`config.mk`:
```
export PLATFORM = sky130hd
export DESIGN_NAME = tx_frame_sequencer
export DESIGN_NICKNAME = d
export VERILOG_FILES = /design/src/rtl/tx_frame_sequencer.sv
export SDC_FILE = /design/constraint.sdc
export NUM_CORES = 1
export LEC_CHECK = 0
export ABC_AREA = 1
export CORE_UTILIZATION = 45
export CTS_CLUSTER_DIAMETER = 60
export CTS_CLUSTER_SIZE = 10
export DETAILED_ROUTE_END_ITERATION = 8
export PLACE_DENSITY_LB_ADDON = 0.08
export SLEW_MARGIN = 10
export SYNTH_ARGS = -nofsm -noshare
export SYNTH_HDL_FRONTEND = slang
export SYNTH_SLANG_ARGS = --single-unit
```
`constraint.sdc`:
```
create_clock -name clk_i -period 1.6 [get_ports clk_i]
set_input_delay 0.32 -clock clk_i [delete_from_list [all_inputs] [get_ports clk_i]]
set_output_delay 0.32 -clock clk_i [all_outputs]
set_load 0.05 [all_outputs]
```
`src/rtl/tx_frame_sequencer.sv`:
```
// Serial frame sequencer for the TX emulation model: preamble, sync word, then PRBS7 or user payload.
// Optional payload bit-error injection is enabled by defining TX_ERR_INJECT_EN.
module tx_frame_sequencer #(
  parameter int unsigned       PRE_LEN   = 32,
  parameter int unsigned       SYNC_W    = 16,
  parameter logic [SYNC_W-1:0] SYNC_WORD = 16'hF0C3,
  parameter int unsigned       CNT_W     = 16
) (
  input  logic             clk_i,
  input  logic             rst_i,
  input  logic             start_i,
  input  logic             src_sel_i,
  input  logic [6:0]       prbs_seed_i,
  input  logic [CNT_W-1:0] payload_len_i,
  input  logic             user_data_i,
  input  logic             user_valid_i,
`ifdef TX_ERR_INJECT_EN
  input  logic             err_inj_i,
  input  logic [CNT_W-1:0] err_pos_i,
`endif
  output logic             user_ready_o,
  output logic             data_o,
  output logic             busy_o,
  output logic             done_o,
  output logic             underrun_o
);

  localparam int unsigned PhMax = (PRE_LEN > SYNC_W) ? PRE_LEN : SYNC_W;
  localparam int unsigned PhW   = (PhMax > 1) ? $clog2(PhMax) : 1;

  typedef enum logic [2:0] {
    StIdle,
    StPre,
    StSync,
    StPayload,
    StDone
  } state_e;

  state_e           state_q, state_d;
  logic [PhW-1:0]   ph_cnt_q, ph_cnt_d;
  logic [CNT_W-1:0] pay_cnt_q, pay_cnt_d;
  logic             src_sel_q, src_sel_d;
  logic [6:0]       lfsr_q, lfsr_d;
  logic             data_q, data_d;
  logic             busy_q, busy_d;
  logic             done_q, done_d;
  logic             underrun_q, underrun_d;
  logic             user_ready;
  logic             prbs_bit;
  logic             pay_bit;
  logic             inj_hit;
  logic [SYNC_W-1:0] sync_sh;

`ifdef TX_ERR_INJECT_EN
  logic             err_en_q, err_en_d;
  logic [CNT_W-1:0] err_pos_q, err_pos_d;
  logic [CNT_W-1:0] len_q, len_d;
`endif

  assign prbs_bit = lfsr_q[6] ^ lfsr_q[5];
  assign sync_sh  = SYNC_WORD << ph_cnt_q;

  // Payload index counts up from 0 as the down-counter drains from the latched length.
`ifdef TX_ERR_INJECT_EN
  assign inj_hit = err_en_q && ((len_q - pay_cnt_q) == err_pos_q);
`else
  assign inj_hit = 1'b0;
`endif

  always_comb begin
    state_d    = state_q;
    ph_cnt_d   = ph_cnt_q;
    pay_cnt_d  = pay_cnt_q;
    src_sel_d  = src_sel_q;
    lfsr_d     = lfsr_q;
    underrun_d = underrun_q;
    data_d     = 1'b0;
    busy_d     = (state_q != StIdle);
    done_d     = (state_q == StDone);
    user_ready = 1'b0;
    pay_bit    = 1'b0;
`ifdef TX_ERR_INJECT_EN
    err_en_d   = err_en_q;
    err_pos_d  = err_pos_q;
    len_d      = len_q;
`endif

    unique case (state_q)
      StIdle: begin
        // busy_q still covers the DONE output cycle, so a start there is dropped.
        if (start_i && !busy_q) begin
          state_d    = StPre;
          ph_cnt_d   = '0;
          pay_cnt_d  = payload_len_i;
          src_sel_d  = src_sel_i;
          lfsr_d     = (prbs_seed_i == 7'd0) ? 7'h7F : prbs_seed_i;
          underrun_d = 1'b0;
`ifdef TX_ERR_INJECT_EN
          err_en_d   = err_inj_i;
          err_pos_d  = err_pos_i;
          len_d      = payload_len_i;
`endif
        end
      end

      StPre: begin
        data_d = ~ph_cnt_q[0];
        if (ph_cnt_q == PhW'(PRE_LEN - 1)) begin
          ph_cnt_d = '0;
          state_d  = StSync;
        end else begin
          ph_cnt_d = ph_cnt_q + PhW'(1);
        end
      end

      StSync: begin
        data_d = sync_sh[SYNC_W-1];
        if (ph_cnt_q == PhW'(SYNC_W - 1)) begin
          ph_cnt_d = '0;
          state_d  = (pay_cnt_q == '0) ? StDone : StPayload;
        end else begin
          ph_cnt_d = ph_cnt_q + PhW'(1);
        end
      end

      StPayload: begin
        if (src_sel_q) begin
          user_ready = 1'b1;
          pay_bit    = user_valid_i & user_data_i;
          if (!user_valid_i) begin
            underrun_d = 1'b1;
          end
        end else begin
          pay_bit = prbs_bit;
          lfsr_d  = {lfsr_q[5:0], prbs_bit};
        end
        data_d    = pay_bit ^ inj_hit;
        pay_cnt_d = pay_cnt_q - CNT_W'(1);
        if (pay_cnt_q <= CNT_W'(1)) begin
          state_d = StDone;
        end
      end

      StDone: begin
        state_d = StIdle;
      end

      default: begin
        state_d = StIdle;
      end
    endcase
  end

  always_ff @(posedge clk_i) begin
    if (rst_i) begin
      state_q    <= StIdle;
      ph_cnt_q   <= '0;
      pay_cnt_q  <= '0;
      src_sel_q  <= 1'b0;
      lfsr_q     <= 7'h7F;
      data_q     <= 1'b0;
      busy_q     <= 1'b0;
      done_q     <= 1'b0;
      underrun_q <= 1'b0;
`ifdef TX_ERR_INJECT_EN
      err_en_q   <= 1'b0;
      err_pos_q  <= '0;
      len_q      <= '0;
`endif
    end else begin
      state_q    <= state_d;
      ph_cnt_q   <= ph_cnt_d;
      pay_cnt_q  <= pay_cnt_d;
      src_sel_q  <= src_sel_d;
      lfsr_q     <= lfsr_d;
      data_q     <= data_d;
      busy_q     <= busy_d;
      done_q     <= done_d;
      underrun_q <= underrun_d;
`ifdef TX_ERR_INJECT_EN
      err_en_q   <= err_en_d;
      err_pos_q  <= err_pos_d;
      len_q      <= len_d;
`endif
    end
  end

  assign user_ready_o = user_ready;
  assign data_o       = data_q;
  assign busy_o       = busy_q;
  assign done_o       = done_q;
  assign underrun_o   = underrun_q;

endmodule
```
==> results.sh <==
export IMPL_status="complete, no violations"
export IMPL_ys_flop_type="dfxtp_1"
export IMPL_hold_path_class="reg2reg"
export IMPL_grt_ovfl_total=0
export IMPL_period_needed_ns=1.54
export IMPL_crit_arrival_ns=1.22
export IMPL_syn_inst=329
export IMPL_cts_sinks=36
export IMPL_die_h_um=70.9
export IMPL_slowest_delay_ns=0.36
export IMPL_finalNetCount=422
export IMPL_synth_area_leaders="dfxtp_1 (34%), nand2_1 (15%), nor2_1 (8.8%), nand3_1 (8.0%), inv_1 (4.7%)"
export IMPL_min_to="underrun_o"
export IMPL_insertion_delay_ns=0.29
export IMPL_dieArea_sq_mm=0.00503
export IMPL_slowest_stage="dfxtp_4"
export IMPL_io_pins=34
export IMPL_htree_levels=2
export IMPL_rrSetupSlack_ns=0.11
export IMPL_firstDrtPassIters=6
export IMPL_fin_cells=439
export IMPL_synthArstFlopShare_pct=0
export IMPL_yosysUniqueCellTypes=28
export IMPL_fp_dieW_um=70.9
export IMPL_r2r_cells=7
export IMPL_drc=0
export IMPL_finalWorstSetupSlack_ns=0.0555
export IMPL_worstMarginPinSlew_ns=0.373
export IMPL_wl_um=5200
export IMPL_min_from="underrun_o"
export IMPL_antenna_cells=0
export IMPL_power_density_mw_per_mm2=1680
export IMPL_synth_edf_count=0
export IMPL_hold_viol_final=0
export IMPL_std_cell_rows=24
export IMPL_reg2reg_from="ph_cnt_q[0]"
export IMPL_relSlewSlack_pct=75.1
export IMPL_path_buf_inv=3
export IMPL_pre_cts_ws_ns=-0.0969
export IMPL_numPortBuffers=33
export IMPL_skew_ns=0.00523
export IMPL_area_growth_pct=32.3
export IMPL_vias_per_cell=5.15
export IMPL_hold_depth=2
export IMPL_synth_area_per_cell_sq_um=6.50
export IMPL_dp_hpwl_um=3980
export IMPL_drv_slew=0
export IMPL_antenna_found_initial=0
export IMPL_numCtsBuffers=5
export IMPL_cp_required_ns=1.28
export IMPL_hold_buffers=0
export IMPL_track_usage_pct=21.8
export IMPL_syn_cell_area_sq_mm=0.00214
export IMPL_vdd_drop_max_mv=0.762
export IMPL_setup_viol=0
export IMPL_coreArea_sq_mm=0.00444
export IMPL_whs_ns=0.472
export IMPL_avgRoutedWirePerCell_um=11.8
export IMPL_yosysTopAreaCellShare_pct=33.7
export IMPL_cts_root_buf="clkbuf_8"
export IMPL_timing_fmax_mhz=647
export IMPL_fin_tns_setup_ns=0
export IMPL_yosysSeqAreaShare_pct=33.7
export IMPL_worstPathCellList="inv_2, nand2_4, inv_2, nand2_4, nor2_4, buf_12"
export IMPL_start_util_pct=48.1
export IMPL_clkTransAtPathRegs_ns=0.07
export IMPL_cp_top_family="flip-flops"
export IMPL_grt_max_degree=15
export IMPL_placed_cells=429
export IMPL_crit_fanout=4
export IMPL_grt_pass1_vias=2124
export IMPL_max_cap_violations=0
export IMPL_ys_seq_elements=36
export IMPL_gp_congestion=0.853
export IMPL_yosysTopAreaCell="dfxtp_1"
export IMPL_antenna_left=0
export IMPL_post_route_period_util_pct=96.5
export IMPL_start_kind="flip-flop"
export IMPL_via_count=2263
export IMPL_first_iter_violations=101
export IMPL_drive_gt1_share_pct=16.8
export IMPL_syn_nets=365
export IMPL_grt_pass1_wl_um=8820
export IMPL_cts_tree="built"
export IMPL_critPathKind="reg2out"
export IMPL_ys_warn_count=0
export IMPL_reg2reg_to="ph_cnt_q[4]"
export IMPL_clock_path_buffers=2
export IMPL_leakage_nw=1.30
export IMPL_rsz0062_at_grt="true"
export IMPL_worstSetupEndpointType="output port"
==> worst max path at each step <==
stage                            from            to  slack (ns)  cells past startpoint
final                      state_q[2]  user_ready_o        0.06                      6
after global routing      ph_cnt_q[1]    state_q[0]       -0.02                     12
after CTS                  state_q[2]  user_ready_o      -0.008                      6
after detailed placement      start_i  pay_cnt_q[5]        -0.1                      9
after global placement        start_i  pay_cnt_q[4]       -0.02                     10
after floorplan           ph_cnt_q[0]    state_q[1]         0.1                     11
==> placed cells by master, fill, tap and decap left out, drive strengths merged <==
cell type / count
a211oi: 1
o21bai: 1
o211ai: 11
o21ai: 11
nand2: 92
o22ai: 1
xor2: 3
nand4: 4
a21oi: 18
nor3: 6
nor2: 52
a31oi: 4
clkbuf: 5
nand3: 34
ha: 7
xnor2: 1
dfxtp: 36
buf: 30
clkdlybuf4s50: 28
clkinv: 3
or2: 2
nand3b: 5
inv: 32
==> worst register-to-register path, cell delays in order (launching register included) <==
cell and delay (ns):
dfxtp_1 0.32, ha_1 0.20, nand2_1 0.08, nor2_2 0.04
buf_4 0.13, ha_1 0.25, or2_0 0.22, a31oi_1 0.18
==> logic make-up after synthesis <==
family / Yosys count / share of synthesized area [%]
AOI/OAI and AO/OA: 47 / 13.2
buffers and inverters: 40 / 7.61
xor gates and xnor gates: 4 / 1.64
DFF: 36 / 33.7
adders and majority gates: 7 / 4.10
and+or+nand+nor: 195 / 39.7
==> state kept, by name, indices dropped and copies added, names as in the netlist <==
signal,flops
state_q,3
underrun_o,1
data_o,1
busy_o,1
pay_cnt_q,16
src_sel_q,1
done_o,1
lfsr_q,7
ph_cnt_q,5
==> what timing repair did <==
| action | in CTS | in global routing |
|---|---|---|
| setup endpoints to repair | 2 | 10 |
| pin swaps | 0 | 2 |
| gates resized for setup | 2 | 14 |
| buffers inserted | 0 | 2 |
==> metal layers <==
metal	routed length [um]	up-vias	track usage, %
met4	89	0	9.56
met2	2480	49	37.6
met5	0	-	0
li1	-	1194	-
met3	251	6	3.99
met1	2370	1014	26.6
==> cells in the mapped netlist, types with 2 or more instances <==
cell type / number
a31oi_1: 4
nand4_1: 4
o211ai_1: 11
nand3_1: 34
nor2_1: 50
ha_1: 7
inv_2: 5
nor3_1: 5
buf_2: 4
nand2_1: 87
nand3b_1: 5
inv_1: 27
o21ai_0: 10
nand2_2: 5
xor2_1: 3
nor2_4: 2
dfxtp_1: 36
clkbuf_1: 3
a21oi_1: 18
==> power by group <==
part	total (mW)	internal (mW)	leakage, nW	switching (mW)
registers	1.40	1.17	0.297	0.232
clock network	0.652	0.303	0.0479	0.349
logic	2.69	1.07	0.954	1.62
==> layout make-up <==
| type | instances | area [sq um] |
|---|---|---|
| Tap cell | 52 | 65.1 |
| Fill cell | 431 | 1620 |
| Sequential cell | 36 | 727 |
| Clock inverter | 3 | 18.8 |
| Clock buffer | 5 | 68.8 |
| Inverter | 32 | 120 |
| Multi-Input combinational cell | 253 | 1300 |
| Timing Repair Buffer | 58 | 531 |
==> metrics by stage <==
step	cell area (sq um)	util [%]	total power [mW]
2_1_floorplan	2140	-	3.20
5_1_grt	2830	63.6	5.17
3_5_place_dp	2680	60.2	3.98
3_3_place_gp	2680	60.2	3.93
4_1_cts	2770	62.4	4.65
6_report	2830	63.6	4.74
Power figures use the tool's default switching activity.
